## src/rtl/serial_stuff_tx_pkg.sv

```systemverilog
// Shared types and defaults for the bit-stuffing serial link.
// Used by the transmitter and any matching receiver/destuffer.
package serial_stuff_tx_pkg;

   typedef enum logic [1:0] {
      IDLE  = 2'd0,
      SHIFT = 2'd1,
      STUFF = 2'd2,
      DONE  = 2'd3
   } tx_state_t;

   localparam int DEF_WIDTH     = 8;
   localparam int DEF_STUFF_RUN = 3;

endpackage

```

## src/rtl/serial_stuff_tx_if.sv

```systemverilog
// Load handshake plus serial line bundle for serial_stuff_tx.
// slave: the transmitter. master: the producer/line observer.
interface serial_stuff_tx_if #(
   parameter int WIDTH = 8
);
   logic [WIDTH-1:0] data_in;
   logic             load_valid;
   logic             load_ready;
   logic             x_out;
   logic             x_valid;
   logic             busy;
   logic             frame_done;

   modport slave (
      input  data_in, load_valid,
      output load_ready, x_out, x_valid,
      output busy, frame_done
   );

   modport master (
      output data_in, load_valid,
      input  load_ready, x_out, x_valid,
      input  busy, frame_done
   );
endinterface

```

## src/rtl/serial_stuff_tx_stuff_run_counter.sv

```systemverilog
// Counts consecutive transmitted 1s; hit flags the bit that completes a run.
// Ports: clk, rst, clr (sync clear), en (bit sent), bit_in, hit.
module stuff_run_counter #(
   parameter int STUFF_RUN = 3
) (
   input  logic clk,
   input  logic rst,
   input  logic clr,
   input  logic en,
   input  logic bit_in,
   output logic hit
);
   localparam int CW = $clog2(STUFF_RUN + 1);
   localparam logic [CW-1:0] LAST = CW'(STUFF_RUN - 1);

   logic [CW-1:0] count;

   // The bit being sent now is the STUFF_RUN-th 1 in a row.
   assign hit = en & bit_in & (count == LAST);

   always_ff @(posedge clk or posedge rst) begin
      if (rst) begin
         count <= '0;
      end else if (clr) begin
         count <= '0;
      end else if (en) begin
         count <= bit_in ? count + 1'b1 : '0;
      end
   end
endmodule

```

## src/rtl/serial_stuff_tx.sv

```systemverilog
// MSB-first serializer that inserts a 0 after every STUFF_RUN 1s.
// Ports: clk, rst (async high), bus (load handshake + serial line).
module serial_stuff_tx
   import serial_stuff_tx_pkg::*;
#(
   parameter int WIDTH     = DEF_WIDTH,
   parameter int STUFF_RUN = DEF_STUFF_RUN
) (
   input  logic               clk,
   input  logic               rst,
   serial_stuff_tx_if.slave   bus
);
   localparam int BW = $clog2(WIDTH + 1);
   localparam logic [BW-1:0] LAST_BIT = BW'(WIDTH);

   tx_state_t        state, state_n;
   logic [WIDTH-1:0] sreg, sreg_n;
   logic [BW-1:0]    bcnt, bcnt_n;
   logic             x_q, x_n;
   logic             xv_q, xv_n;
   logic             fd_q, fd_n;
   logic             run_clr, run_en, run_hit;

   stuff_run_counter #(.STUFF_RUN(STUFF_RUN)) u_run (
      .clk    (clk),
      .rst    (rst),
      .clr    (run_clr),
      .en     (run_en),
      .bit_in (x_q),
      .hit    (run_hit)
   );

   assign bus.load_ready = (state == IDLE);
   assign bus.busy       = (state == SHIFT) || (state == STUFF);
   assign bus.x_out      = x_q;
   assign bus.x_valid    = xv_q;
   assign bus.frame_done = fd_q;

   always_ff @(posedge clk or posedge rst) begin
      if (rst) begin
         state <= IDLE;
         sreg  <= '0;
         bcnt  <= '0;
         x_q   <= 1'b0;
         xv_q  <= 1'b0;
         fd_q  <= 1'b0;
      end else begin
         state <= state_n;
         sreg  <= sreg_n;
         bcnt  <= bcnt_n;
         x_q   <= x_n;
         xv_q  <= xv_n;
         fd_q  <= fd_n;
      end
   end

   // bcnt counts data bits already placed on the line;
   // sreg holds the not-yet-sent bits, next one at the MSB.
   always_comb begin
      state_n = state;
      sreg_n  = sreg;
      bcnt_n  = bcnt;
      x_n     = 1'b0;
      xv_n    = 1'b0;
      fd_n    = 1'b0;
      run_clr = 1'b0;
      run_en  = 1'b0;
      unique case (state)
         IDLE: begin
            if (bus.load_valid) begin
               state_n = SHIFT;
               sreg_n  = {bus.data_in[WIDTH-2:0], 1'b0};
               x_n     = bus.data_in[WIDTH-1];
               xv_n    = 1'b1;
               bcnt_n  = BW'(1);
               run_clr = 1'b1;
            end
         end
         SHIFT: begin
            run_en = 1'b1;
            // Stuffing wins over end-of-word so a
            // trailing run still gets its 0.
            if (run_hit) begin
               state_n = STUFF;
               xv_n    = 1'b1;
            end else if (bcnt == LAST_BIT) begin
               state_n = DONE;
               fd_n    = 1'b1;
            end else begin
               x_n    = sreg[WIDTH-1];
               xv_n   = 1'b1;
               sreg_n = {sreg[WIDTH-2:0], 1'b0};
               bcnt_n = bcnt + 1'b1;
            end
         end
         STUFF: begin
            run_clr = 1'b1;
            if (bcnt == LAST_BIT) begin
               state_n = DONE;
               fd_n    = 1'b1;
            end else begin
               state_n = SHIFT;
               x_n     = sreg[WIDTH-1];
               xv_n    = 1'b1;
               sreg_n  = {sreg[WIDTH-2:0], 1'b0};
               bcnt_n  = bcnt + 1'b1;
            end
         end
         DONE: begin
            state_n = IDLE;
            bcnt_n  = '0;
         end
         default: state_n = IDLE;
      endcase
   end
endmodule

```

## src/flat_wrapper.sv

```systemverilog
// flat-port wrapper written by rule: the top's interface ports become plain ports
module serial_stuff_tx_flat import serial_stuff_tx_pkg::*;
#(
   parameter int WIDTH     = DEF_WIDTH,
   parameter int STUFF_RUN = DEF_STUFF_RUN
)
  (clk, rst, bus_data_in, bus_load_valid, bus_load_ready, bus_x_out, bus_x_valid, bus_busy, bus_frame_done);
  serial_stuff_tx_if #(.WIDTH(WIDTH)) bus_i ();
  input  logic clk;
  input  logic rst;
  input wire logic [$bits(bus_i.data_in)-1:0] bus_data_in;
  input wire logic [$bits(bus_i.load_valid)-1:0] bus_load_valid;
  output wire logic [$bits(bus_i.load_ready)-1:0] bus_load_ready;
  output wire logic [$bits(bus_i.x_out)-1:0] bus_x_out;
  output wire logic [$bits(bus_i.x_valid)-1:0] bus_x_valid;
  output wire logic [$bits(bus_i.busy)-1:0] bus_busy;
  output wire logic [$bits(bus_i.frame_done)-1:0] bus_frame_done;
  assign bus_i.data_in = bus_data_in;
  assign bus_i.load_valid = bus_load_valid;
  assign bus_load_ready = bus_i.load_ready;
  assign bus_x_out = bus_i.x_out;
  assign bus_x_valid = bus_i.x_valid;
  assign bus_busy = bus_i.busy;
  assign bus_frame_done = bus_i.frame_done;
  serial_stuff_tx #(.WIDTH(WIDTH), .STUFF_RUN(STUFF_RUN)) u_core (.clk(clk), .rst(rst), .bus(bus_i));
endmodule
```

## config.mk

```make
export PLATFORM = sky130hd
export DESIGN_NAME = serial_stuff_tx_flat
export DESIGN_NICKNAME = d
export VERILOG_FILES = /design/src/rtl/serial_stuff_tx_pkg.sv /design/src/rtl/serial_stuff_tx_if.sv /design/src/rtl/serial_stuff_tx_stuff_run_counter.sv /design/src/rtl/serial_stuff_tx.sv /design/src/flat_wrapper.sv
export SDC_FILE = /design/constraint.sdc
export NUM_CORES = 1
export LEC_CHECK = 0
export ABC_AREA = 1
export BUFFER_PORTS_ARGS = -buffer_cell sky130_fd_sc_hd__buf_2
export CAP_MARGIN = 15
export CORE_AREA = 2 2 53 55
export CTS_CLUSTER_DIAMETER = 100
export CTS_CLUSTER_SIZE = 12
export DETAILED_ROUTE_END_ITERATION = 12
export DIE_AREA = 0 0 55 57
export SETUP_SLACK_MARGIN = 0.5
export SLEW_MARGIN = 25
export SYNTH_ARGS = -nofsm -noshare
export SYNTH_HDL_FRONTEND = slang
export SYNTH_SLANG_ARGS = --single-unit
```

## constraint.sdc

```tcl
create_clock -name clk -period 1.9 [get_ports clk]
set_clock_uncertainty 0.15 [all_clocks]
set_input_delay 0.095 -clock clk [delete_from_list [all_inputs] [get_ports clk]]
set_output_delay 0.095 -clock clk [all_outputs]
set_load 0.1 [all_outputs]
```

### Yosys cells after proc, flatten, opt, wreduce, memory -nomap -nowiden

Cells that the tools add are included.

| operators by class | value |
|---|---|
| add/subtract/negate cells | 2 |
| $mul | 0 |
| divide/modulo/power cells | 0 |
| $lt $le $gt $ge | 0 |
| equality and inequality tests | 8 |
| shifts and indexed selects | 0 |
| mux-type cells | 29 |
| bitwise operators | 2 |
| reduce and logical (&&, ||, !) cells | 7 |

Operators by type and width:

| kind | count |
|---|---|
| 8-bit 2-to-1 mux | 3 |
| 8-bit one-hot mux with 3 select lines | 1 |
| 4-bit one-hot mux with 4 select lines | 1 |
| 2-bit 2-to-1 mux | 7 |
| 4-bit 2-to-1 mux | 3 |
| 1-bit 2-to-1 mux | 9 |
| 2-bit one-hot mux with 4 select lines | 1 |
| 2-bit equality test, second input constant | 3 |
| 1-bit one-hot mux with 3 select lines | 2 |
| 4-bit by 1-bit adder with 4-bit output, second input constant | 1 |
| 4-bit equality test, second input constant | 1 |
| 2-bit != test, second input constant | 2 |
| 1-bit one-hot mux with 2 select lines | 2 |
| 2-bit AND reduction | 2 |
| 3-bit by 2-bit != test with 1-bit output, second input constant | 1 |
| 3-bit AND reduction | 1 |
| 3-bit nonzero test | 1 |
| 2-bit by 1-bit adder with 2-bit output, second input constant | 1 |
| 1-bit AND | 2 |
| 2-bit by 1-bit equality test with 1-bit output, second input constant | 1 |
| 2-bit zero test | 1 |
| 2-bit nonzero test | 1 |
| 1-bit logical OR | 1 |

| word-level totals | value |
|---|---|
| register bits after elaboration | 19 |
| latch bits | 0 |
| bits in writable memories | 0 |
| memory bits (read-only) | 0 |
| input port bits | 11 |
| output and inout bits | 5 |
| memories kept | 0 |

### Logic depth before layout (Yosys ltp)

Gate-level depths: netlist of run 1.

| logic depth | value |
|---|---|
| depth in word-level cells | 6 |
| depth in mapped cells | 9 |
| depth with buffers taken out | 8 |

### Hierarchy

From an unflattened synthesis of run 1, not the netlist that was laid out.

| second synthesis, totals | value |
|---|---|
| cell total of the unflattened synthesis | 146 |
| area, all modules | 1142.3 sq um |

Modules (own cells, without submodules):

| module | times used | cells each | area an instance (sq um) | sequential area each (sq um) |
|---|---|---|---|---|
| serial_stuff_tx | 1 | 127 | 1016.0 | 400.4 |
| stuff_run_counter | 1 | 19 | 126.4 | 50.0 |

### Least setup slack after synthesis of run 1

OpenSTA, ideal clock, no wires.

| timing | value |
|---|---|
| path kind | register -> register |
| start | reg u_core.state[1] |
| end | reg u_core.bcnt[3] |
| setup time | 0.065 ns |
| arrival | 2.035 ns |
| required time | 1.685 ns |
| setup slack | -0.350 ns |
| cell stages (with the launch flop) | 9 |
| path buffers | 0 |
| clock period less this slack | 2.250 ns |
| cells stage by stage | dfrtp_1 inv_1 ha_1 inv_1 nor2_1 nand2_1 nor2_1 nand2_1 nand2_1 |

| between the ends | value |
|---|---|
| word-level cells in the longest chain between the ends | 6 |
| elaborated cells on any way between the ends | 11 |

RTL lines:

| what | line | RTL |
|---|---|---|
| from (decl) | serial_stuff_tx.sv:16 | `tx_state_t state, state_n;` |
| from (signal assigned) | serial_stuff_tx.sv:48 | `state <= state_n;` |
| 2-bit by 1-bit equality test with 1-bit output | serial_stuff_tx.sv:68 | `unique case (state)` |
| 1-bit 2-to-1 mux | serial_stuff_tx.sv:68 |  |
| 1-bit AND (2 in a row) | serial_stuff_tx_stuff_run_counter.sv:19 | `assign hit = en & bit_in & (count == LAST);` |
| 2-bit != test (no source line) | -- |  |
| 2-bit AND reduction (no source line) | -- |  |
| to (signal assigned) | serial_stuff_tx.sv:50 | `bcnt <= bcnt_n;` |
| to (decl) | serial_stuff_tx.sv:18 | `logic [BW-1:0] bcnt, bcnt_n;` |

Several ways; a longest one is shown, not always the timed one.
A chain may end at the register's enable or synchronous reset.

### Final worst setup path of run 1

| timing | value |
|---|---|
| start | reg u_core.state[1] |
| end | out bus_busy |

| between the ends | value |
|---|---|
| word-level cells in the longest chain between the ends | 2 |
| elaborated cells on any way between the ends | 3 |

RTL lines:

| what | line | RTL |
|---|---|---|
| 2-bit by 1-bit equality test with 1-bit output or 2-bit equality test (tied branches) | serial_stuff_tx.sv:34 | `assign bus.busy = (state == SHIFT) \|\| (state == STUFF);` |
| 1-bit logical OR * | serial_stuff_tx.sv:34 |  |
| to (decl) | flat_wrapper.sv:16 | `output wire logic [$bits(bus_i.busy)-1:0] bus_busy;` |

Every way passes the cells marked *; elsewhere a longest branch is shown, timed or not.

==> metrics, run 1 <==
H-Tree Depth=1; Cell Pwr Density=about 1800 nW/um^2; Peak VDD IR=~980 uV; outcome=finished, final reports clean; RSZ-0062 raised after global routing=true; Die Y=around 57 um; drt total wl=3150 um; CTS clk-pin slew, worst paths=~0.12 ns; Max-slew headroom=a little over 50%; mux share of post-synthesis cell area=0%; Seq/Total Area, Yosys=40.3%; net count after synthesis=170; synthesized area=1120 sq um; clock latency on the worst-skew pair=roughly 0.30 ns; final net count=~220; Starting Density=a little over two fifths; Post-Synth Adder-Cell Area=7.84%; commonest cells in the netlist=nand2_1, dfrtp_1, inv_1; final worst slack=roughly 0.34 ns; row cnt=19; CP Class=reg -> out; largest net degree at the start of global routing=19; dpl ws=0.279 ns; initial DRC count=39; grt met3 use=2.88%; final number of setup-violating endpoints=0; share of cells above drive strength 1=roughly 35%; Hold Vio Cnt, Final=0; Synth Area in Compound Gates=5.71%; XOR/XNOR share of the synthesized area=0%; # clock sinks=18; simple-gate area share of the yosys netlist=between 30% and 40%; # fillers=between 200 and 250; Post-synth ARST share=100%; setup TNS after final layout=0 ns; LEAKAGE=~0.00088 uW; Worst Hold Class=in -> async; Tightest Pin Transition=0.743 ns; Worst Path Required=around 1.7 ns; Remaining Overflow, GRT=0; GRT Total Usage=a little over a fifth; EDFF count, synth=0; vias in the first global route=~1,100; total CTS buffers=3; main combinational cell family by area after synthesis=simple AND/OR/NAND/NOR gates; crit path capture type=output port; GR Layer Usage met2=a little over a third; Yosys top cell by area=dfrtp_1; area grow syn2layout=50.8%; Slew Viols, Final=0; top area cells in the synthesized netlist=dfrtp_1, nand2_1, ha_1; synthesized area per cell=approximately 7.4 sq um; arrival time at the worst endpoint=1.31 ns; CP Launch Type=flip-flop; DRT antenna net count=0; Yosys reg bits=18; gpl congestion=about 0.76; Final Critical Period=between 1.5 and 2 ns; Top Usage Layer GRT=met2; CP Max Fanout=6; Syn. warnings=0; residual DRC count=0; drt first pass iters=4; CTS tree=done; Port Buf Inserts=15; Cells after Synth=around 150; n_diodes=0; ys flop type=dfrtp_1; Synth cell types=17; Via Count=between 1,000 and 1,500; first-pass GRT wire length=around 4900 um; wire per inst=~14 um; Final period util=between 80% and 90%; Fmax=~640 MHz; I/O Pins=16; most common cell in the netlist=nand2_1; placeable core area=around 2600 sq um; Die Span X=about 55 um; met1 Usage GRT=approximately a quarter; maximum clock insertion buffer count=2; number of antenna violations at the first check in global routing=0; detailed placer's ending HPWL=1800 um; vias per inst=4.98; die area=~3100 sq um; Clock Tree Root=clkbuf_4; share of the synthesized area in the top cell type=40.3%; max_cap viols=0
==> cells in the final DEF, fill, tap and decap left out, drive strengths merged, types with 6 or more instances in the layout <==
master	n
a21oi	6
nor2	12
dfrtp	18
buf	35
ha	7
nand2	68
o21ai	6
nand3	9
inv	16
dlygate4sd3	10
nand4	8
==> registers in the layout, indices dropped and copies added (netlist names) <==
| name | cells |
|---|---|
| u_core.state | 2 |
| u_core.bus.x_valid | 1 |
| u_core.bcnt | 4 |
| u_core.sreg | 7 |
| u_core.bus.frame_done | 1 |
| u_core.bus.x_out | 1 |
| u_core.u_run.count | 2 |
==> layer usage <==
layer	vias to the layer above	share of wire [%]
met5	-	0
met3	6	3.4
li1	584	-
met2	28	53
met1	532	42
met4	0	1.4
==> stage by stage <==
| stage | std cells | total power (uW) | hold WS, ns | instance area [sq um] | utilization [%] |
|---|---|---|---|---|---|
| after detailed placement | 196 | 2230 | 0.123 | 1270 | 48.4 |
| after global routing | 231 | 3300 | 0.357 | 1690 | 64.4 |
| final | 231 | 3080 | 0.308 | 1690 | 64.4 |
| after global placement | 196 | 2210 | 0.0892 | 1270 | 48.4 |
| after CTS | 223 | 2850 | 0.329 | 1570 | 60.0 |
| after floorplan | 152 | 1960 | -0.116 | 1160 | - |
==> power by group <==
part	switching, uW	leakage (uW)	internal, uW
registers	108	0.000228	536
clock network	138	0.0000210	117
logic	1300	0.000628	875
==> worst paths after layout <==
| path | start | endpoint | slack (ns) | depth (start not counted) |
|---|---|---|---|---|
| max in group asynchronous | rst | u_core.state[0] | 0.78 | 3 |
| setup reg to reg | u_core.state[1] | u_core.sreg[6] | 0.36 | 8 |
| setup / recovery | u_core.state[1] | bus_busy | 0.34 | 3 |
| min in group clk | u_core.u_run.count[0] | u_core.u_run.count[0] | 0.33 | 1 |
| hold reg to reg | u_core.u_run.count[0] | u_core.u_run.count[0] | 0.33 | 1 |
| hold / removal | rst | u_core.bus.x_out | 0.31 | 3 |
==> repair_timing <==
item                                   CTS  global route
gates resized for setup                 18            15
hold buffers                            10             0
endpoints found under the hold margin   26             0
buffers inserted                        13             7
setup endpoints to repair               20            21
gates cloned                             0             1
pin swaps                                7            11
==> critical path, cell delays in order (launching register included) <==
cell and delay, ns:
dfrtp_2 0.44, inv_2 0.07, ha_4 0.32, buf_12 0.18
==> logic make-up (layout without fill, tap and decap cells) <==
logic type	after synthesis	count (layout)
DFF	18	18
AOI/OAI and AO/OA	12	12
and+or+nand+nor	96	97
buffers and inverters	19	66
adders and majority gates	7	7
==> area by class of cell <==
cell class / count / area [sq um] / area share, %
multi-input combinational: 116 / 694 / 41.2
sequential: 18 / 454 / 26.9
timing repair buffer: 46 / 392 / 23.2
inverter: 16 / 70.1 / 4.16
tap: 31 / 38.8 / 2.30
clock buffer: 4 / 36.3 / 2.15
Power figures use the tool's default switching activity.
==> inputs of run 2 (changes only) <==
--- a/config.mk
+++ b/config.mk
@@ -13,6 +13,7 @@
 export CTS_CLUSTER_SIZE = 12
 export DETAILED_ROUTE_END_ITERATION = 12
 export DIE_AREA = 0 0 55 57
+export PLACE_DENSITY = 0.66
 export SETUP_SLACK_MARGIN = 0.5
 export SLEW_MARGIN = 25
 export SYNTH_ARGS = -nofsm -noshare
==> constraint.sdc (replaced) <==
create_clock -name clk -period 1.4 [get_ports clk]
set_clock_uncertainty 0.15 [all_clocks]
set_input_delay 0.07 -clock clk [delete_from_list [all_inputs] [get_ports clk]]
set_output_delay 0.07 -clock clk [all_outputs]
set_load 0.1 [all_outputs]
==> run 2 against run 1 <==
  * Routed wire length increased by 2.3%
  * Core utilization increased by 11 points
  * Count of clock-buffer cells in the layout unchanged
  * Combinational power rose by 75%
  * Register-to-register slack lost 0.48 ns
  * Final cell count grew 6.1%
  * Flip-flop and latch count is the same
  * Hold slack worse by 0.35 ns
  * Critical path depth increased by 1
  * The flow now finishes with violations (negative hold slack, negative setup slack)
==> metrics, run 2 (synthesis gave the netlist of run 1 again) <==
residual DRC count=0 (unchanged); vias per inst=5.00 (+0.35%); DRT antenna net count=0 (unchanged); total CTS buffers=3 (unchanged); Crit-path slowest cell=dfrtp_1; drt total wl=3220 um (+2.3%); Die Span X=55 um (unchanged); cell family contributing the most delay on the critical path=flip-flops; commonest non-fill, non-tap cell in the layout=nand2_1; Final Critical Period=~1.5 ns; dpl ws=-0.126 ns (-0.405 ns); Starting Density=42.7% (unchanged); wire per inst=13.1 um (-3.6%); WP buf/inv=3 (+1); Placed Cells=218 (+11%); number of flip-flops in the largest register=7 (unchanged); placeable core area=2620 sq um (unchanged); Die Y=57 um (unchanged); Worst Hold Class=in -> reg; maximum clock insertion buffer count=2 (unchanged); largest net degree at the start of global routing=12 (-7); CP Max Fanout=2 (-4); Remaining Overflow, GRT=0 (unchanged); Final period util=111%; LEAKAGE=0.000975 uW (+11%); Clock Tree Root=clkbuf_4; met1 Usage GRT=29.6% (+3.1 points); number of antenna violations at the first check in global routing=0 (unchanged); Tightest Pin Transition=0.236 ns (-0.507 ns); initial DRC count=28 (-28%); Port Buf Inserts=15 (unchanged); commonest cells after routing, fill and taps aside=nand2_1, buf_4, nand2_2, dfrtp_1, buf_2; detailed placer's ending HPWL=1950 um (+8.7%); Worst Path Required=1.18 ns (-0.47 ns); die area=3140 sq um (unchanged); Fmax=between 600 and 700 MHz; max_cap viols=0 (unchanged); row cnt=19 (unchanged); Largest regs=u_core.sreg (7), u_core.bcnt (4); outcome=complete, but fails checks; Hold Vio Cnt, Final=1 (+1); Top Usage Layer GRT=met2; I/O Pins=16 (unchanged); largest reg by FF count=u_core.sreg; Peak VDD IR=2020 uV (+110%); Cell Pwr Density=2550 nW/um^2 (+40%); H-Tree Depth=1 (unchanged); Max-slew headroom=84.3% (+34 points); GRT Total Usage=23.6% (+2.6 points); n_diodes=0 (unchanged); CP Class=reg -> out; final net count=233 (+6.4%); GR Layer Usage met2=38.8% (+3.1 points); final core occ=75.6% (+11 points); Post-CTS Hold Buffers=9 (-1); smallest hold slack=-0.0393 ns (-0.348 ns); crit path cell chain=inv_2, ha_4, buf_6, buf_12; setup TNS after final layout=-1.47 ns (-1.47 ns); share of cells above drive strength 1=49.5% (+15 points); final worst slack=-0.150 ns (-0.492 ns); violated checks=negative hold slack, negative setup slack; grt met3 use=4.19% (+1.3 points); Slew Viols, Final=0 (unchanged); CTS tree=done; CTS clk-pin slew, worst paths=0.12 ns (about the same); clock latency on the worst-skew pair=0.32 ns (+0.02 ns); crit path capture type=output port; Finished Layout Cells=245 (+6.1%); arrival time at the worst endpoint=1.33 ns (+0.02 ns); gpl congestion=0.877 (+15%); CP max stage delay=0.40 ns (-0.04 ns); CP Launch Type=flip-flop; # clock sinks=18 (unchanged); Via Count=1,224 (+6.4%); drt first pass iters=4 (unchanged); area grow syn2layout=77.0%; RSZ-0062 raised after global routing=true; vias in the first global route=1,207 (+6.3%); first-pass GRT wire length=5350 um (+10%); final number of setup-violating endpoints=19 (+19)
==> run 2: changes by cell type in the layout (fill, tap and decap cells not counted), sizes merged <==
cell         change
dlygate4sd3      -1
clkinvlp         +1
inv              -1
clkbuf           -1
buf             +16
==> run 2: final cells by class <==
cell class / count / area, sq um
Multi-Input combinational cell: 116 / 797
Inverter: 16 / 76.3
Timing Repair Buffer: 60 / 576
Tap cell: 31 / 38.8
Fill cell: 187 / 637
Clock buffer: 4 / 36.3
Sequential cell: 18 / 454
==> run 2: worst paths after layout <==
check / slack [ns] / from / cells past startpoint / to
setup reg to reg: -0.12 / u_core.state[0] / 7 / u_core.sreg[3]
hold / removal: -0.04 / bus_data_in[0] / 5 / u_core.sreg[1]
setup / recovery: -0.15 / u_core.state[0] / 4 / bus_busy
min in group asynchronous: 0.05 / rst / 3 / u_core.state[1]
hold reg to reg: 0.36 / u_core.sreg[7] / 2 / u_core.sreg[7]
max in group asynchronous: 0.66 / rst / 4 / u_core.sreg[6]
==> run 2: timing repair <==
item / in CTS / in global routing
resized for setup: 54 / 19
pin swaps: 43 / 13
endpoints found under the setup margin: 23 / 34
cloned: 2 / 0
buffers inserted: 9 / 3
hold endpoints to repair: 26 / 1
==> run 2: where the power goes <==
| group | internal [uW] | leakage (uW) | switching [uW] |
|---|---|---|---|
| Sequential | 725 | 0.000228 | 155 |
| Clock | 159 | 0.0000210 | 191 |
| Combinational | 1760 | 0.000726 | 2050 |
| Total | 2640 | 0.000975 | 2390 |
==> run 2: metrics by stage <==
stage / power [uW] / area [sq um]
6_report: 5040 / 1980
2_1_floorplan: 2660 / 1160
3_5_place_dp: 3620 / 1460
4_1_cts: 4700 / 1880
5_1_grt: 5360 / 1980
3_3_place_gp: 3580 / 1460
==> run 2: per-layer routing <==
layer	routed length [um]	up-vias
met5	0	-
li1	-	614
met1	1370	569
met2	1660	34
met4	74	0
met3	115	7
==> run 2: worst min-delay path: stages <==
cell     delay, ns
buf_2         0.10
inv_1         0.08
nor2_4        0.04
nand4_1       0.06
nand2_1       0.05
==> inputs of run 3 (changes only) <==
--- a/config.mk
+++ b/config.mk
@@ -13,7 +13,9 @@
 export CTS_CLUSTER_SIZE = 12
 export DETAILED_ROUTE_END_ITERATION = 12
 export DIE_AREA = 0 0 55 57
+export MAX_ROUTING_LAYER = met4
 export PLACE_DENSITY = 0.66
+export RECOVER_POWER = 50
 export SETUP_SLACK_MARGIN = 0.5
 export SLEW_MARGIN = 25
 export SYNTH_ARGS = -nofsm -noshare
==> run 3 against run 2 <==
  * The flow still finishes with violations (negative hold slack, negative setup slack)
  * Sequential share of layout area rose by 0.058 points
  * Sequential power is essentially flat
  * Final cell count stayed put
  * Non-clock buffer count stayed put
  * Largest power group unchanged
  * Flip-flop and latch count stayed put
  * Combinational power hardly changed
  * Highest routed layer unchanged
  * Count of clock-buffer cells in the layout is the same
  * Critical path depth did not move
  * Register-to-register slack about the same
  * Die area stayed put
  * Worst setup slack worse by 0.0044 ns
  * Fmax shrank 0.28%
==> metrics, run 3 (synthesis gave the netlist of run 1 again) <==
outcome=complete, but fails checks; violated checks=negative hold slack, negative setup slack; row cnt=19 (unchanged); maximum clock insertion buffer count=2 (unchanged); final number of setup-violating endpoints=19 (unchanged); crit path capture type=output port; Die Span X=55 um (unchanged); DRT antenna net count=0 (unchanged); LEAKAGE=0.000975 uW (about the same); Remaining Overflow, GRT=0 (unchanged); Die Y=57 um (unchanged); H-Tree Depth=1 (unchanged); drt total wl=3220 um (about the same); commonest cells after routing, fill and taps aside=nand2_1, buf_4, nand2_2, dfrtp_1, buf_2; die area=3140 sq um (unchanged); detailed placer's ending HPWL=1950 um (unchanged); Finished Cell Area=1970 sq um (-0.25%); wire per inst=13.1 um (about the same); CTS tree=done; Starting Density=42.7% (unchanged); Post-CTS Hold Buffers=9 (unchanged); largest net degree at the start of global routing=12 (unchanged); first-pass GRT wire length=5350 um (unchanged); dpl ws=-0.126 ns (unchanged); drt first pass iters=4 (unchanged); number of antenna violations at the first check in global routing=0 (unchanged); commonest non-fill, non-tap cell in the layout=nand2_1; Hold Vio Cnt, Final=1 (unchanged); final worst slack=-0.154 ns (-0.00440 ns); Clock Tree Root=clkbuf_4; number of flip-flops in the largest register=7 (unchanged); largest reg by FF count=u_core.sreg; Max-slew headroom=74.7% (-9.6 points); initial DRC count=29 (+3.6%); vias per inst=5.02 (+0.41%); GRT Total Usage=24.3% (+0.69 points); RSZ-0062 raised after global routing=true; placed cell area=1460 sq um (unchanged); Peak VDD IR=2020 uV (about the same); Worst Path Required=1.18 ns (about the same); Reg area=454 sq um (unchanged); CP Max Fanout=2 (unchanged); share of cells above drive strength 1=49.5% (unchanged); gpl congestion=0.891 (+1.6%); Tightest Pin Transition=0.377 ns (+0.142 ns); Largest regs=u_core.sreg (7), u_core.bcnt (4); n_diodes=0 (unchanged); residual DRC count=0 (unchanged); smallest hold slack=-0.0435 ns (-0.00423 ns); CP Launch Type=flip-flop; Via Count=1,229 (+0.41%); total CTS buffers=3 (unchanged); Final Critical Period=1.55 ns (+0.00440 ns); Fmax=644 MHz (-0.28%); final core occ=75.5% (-0.19 points); Slew Viols, Final=0 (unchanged); clock latency on the worst-skew pair=0.32 ns (about the same); area grow syn2layout=76.6%; CP Class=reg -> out; CTS clk-pin slew, worst paths=0.12 ns (about the same); Port Buf Inserts=15 (unchanged); arrival time at the worst endpoint=1.33 ns (about the same); I/O Pins=16 (unchanged); vias in the first global route=1,209 (+0.17%); final net count=233 (unchanged); # clock sinks=18 (unchanged); Cell Pwr Density=2550 nW/um^2 (+0.35%); area of the multi-input gates=797 sq um (unchanged); # fillers=189 (+1.1%); total power=5040 uW (about the same); Worst Hold Class=in -> reg; Final period util=111% (+0.31 points); max_cap viols=0 (unchanged); placeable core area=2620 sq um (unchanged)
## run 3: changes by cell type in the layout (fill, tap and decap cells not counted)
cell / before / now
buf_4: 24 / 23
clkbuf_2: 0 / 1
clkinvlp_2: 0 / 1
clkinvlp_4: 1 / 0
## run 3: final cells by class
| type | count | area share [%] |
|---|---|---|
| multi-input combinational | 116 | 40.4 |
| timing repair buffer | 60 | 29.0 |
| sequential | 18 | 23.0 |
| inverter | 16 | 3.74 |
| tap | 31 | 1.97 |
| clock buffer | 4 | 1.84 |
## run 3: worst max-delay path: stages, from the launching register on
cell,delay [ns]
dfrtp_1,0.40
inv_2,0.07
ha_4,0.29
buf_6,0.10
buf_12,0.16
## run 3: final timing paths
check                           cells after the start            start  slack, ns              end
worst max-delay path                                4  u_core.state[0]      -0.15         bus_busy
worst min-delay path                                5   bus_data_in[0]      -0.04   u_core.sreg[1]
worst max register to register                      7  u_core.state[0]      -0.13   u_core.sreg[3]
worst min register to register                      2   u_core.sreg[7]       0.36   u_core.sreg[7]
max in group asynchronous                           4              rst       0.43   u_core.sreg[6]
min in group asynchronous                           3              rst       0.09  u_core.state[1]
## run 3: what timing repair did
action	4_1_cts	5_1_grt
gates resized for setup	54	19
endpoints found under the hold margin	26	1
setup buffers	9	3
endpoints found under the setup margin	23	34
pin swaps	43	15
cloned	2	0
## run 3: metrics by stage
| step | TNS [ns] | instances | hold WS, ns |
|---|---|---|---|
| final | -1.52 | 245 | -0.0435 |
| after global routing | -2.49 | 245 | -0.0176 |
| after CTS | -1.05 | 242 | -0.0358 |
| after detailed placement | -1.22 | 218 | -0.110 |
| after global placement | -0.763 | 218 | -0.120 |
| after floorplan | -3.74 | 152 | -0.142 |
## run 3: per-layer routing
metal	track usage [%]	part of all wire [%]	up-vias
li1	-	-	615
met1	29.7	42	568
met2	38.6	51	39
met3	4.19	3.8	7
met4	10.8	2.3	0
met5	-	0	-
## run 3: power by group
part           leakage [uW]  internal (uW)  total (uW)  switching [uW]
Sequential         0.000228            725         882             157
Clock             0.0000210            159         352             193
Combinational      0.000726           1760        3810            2050
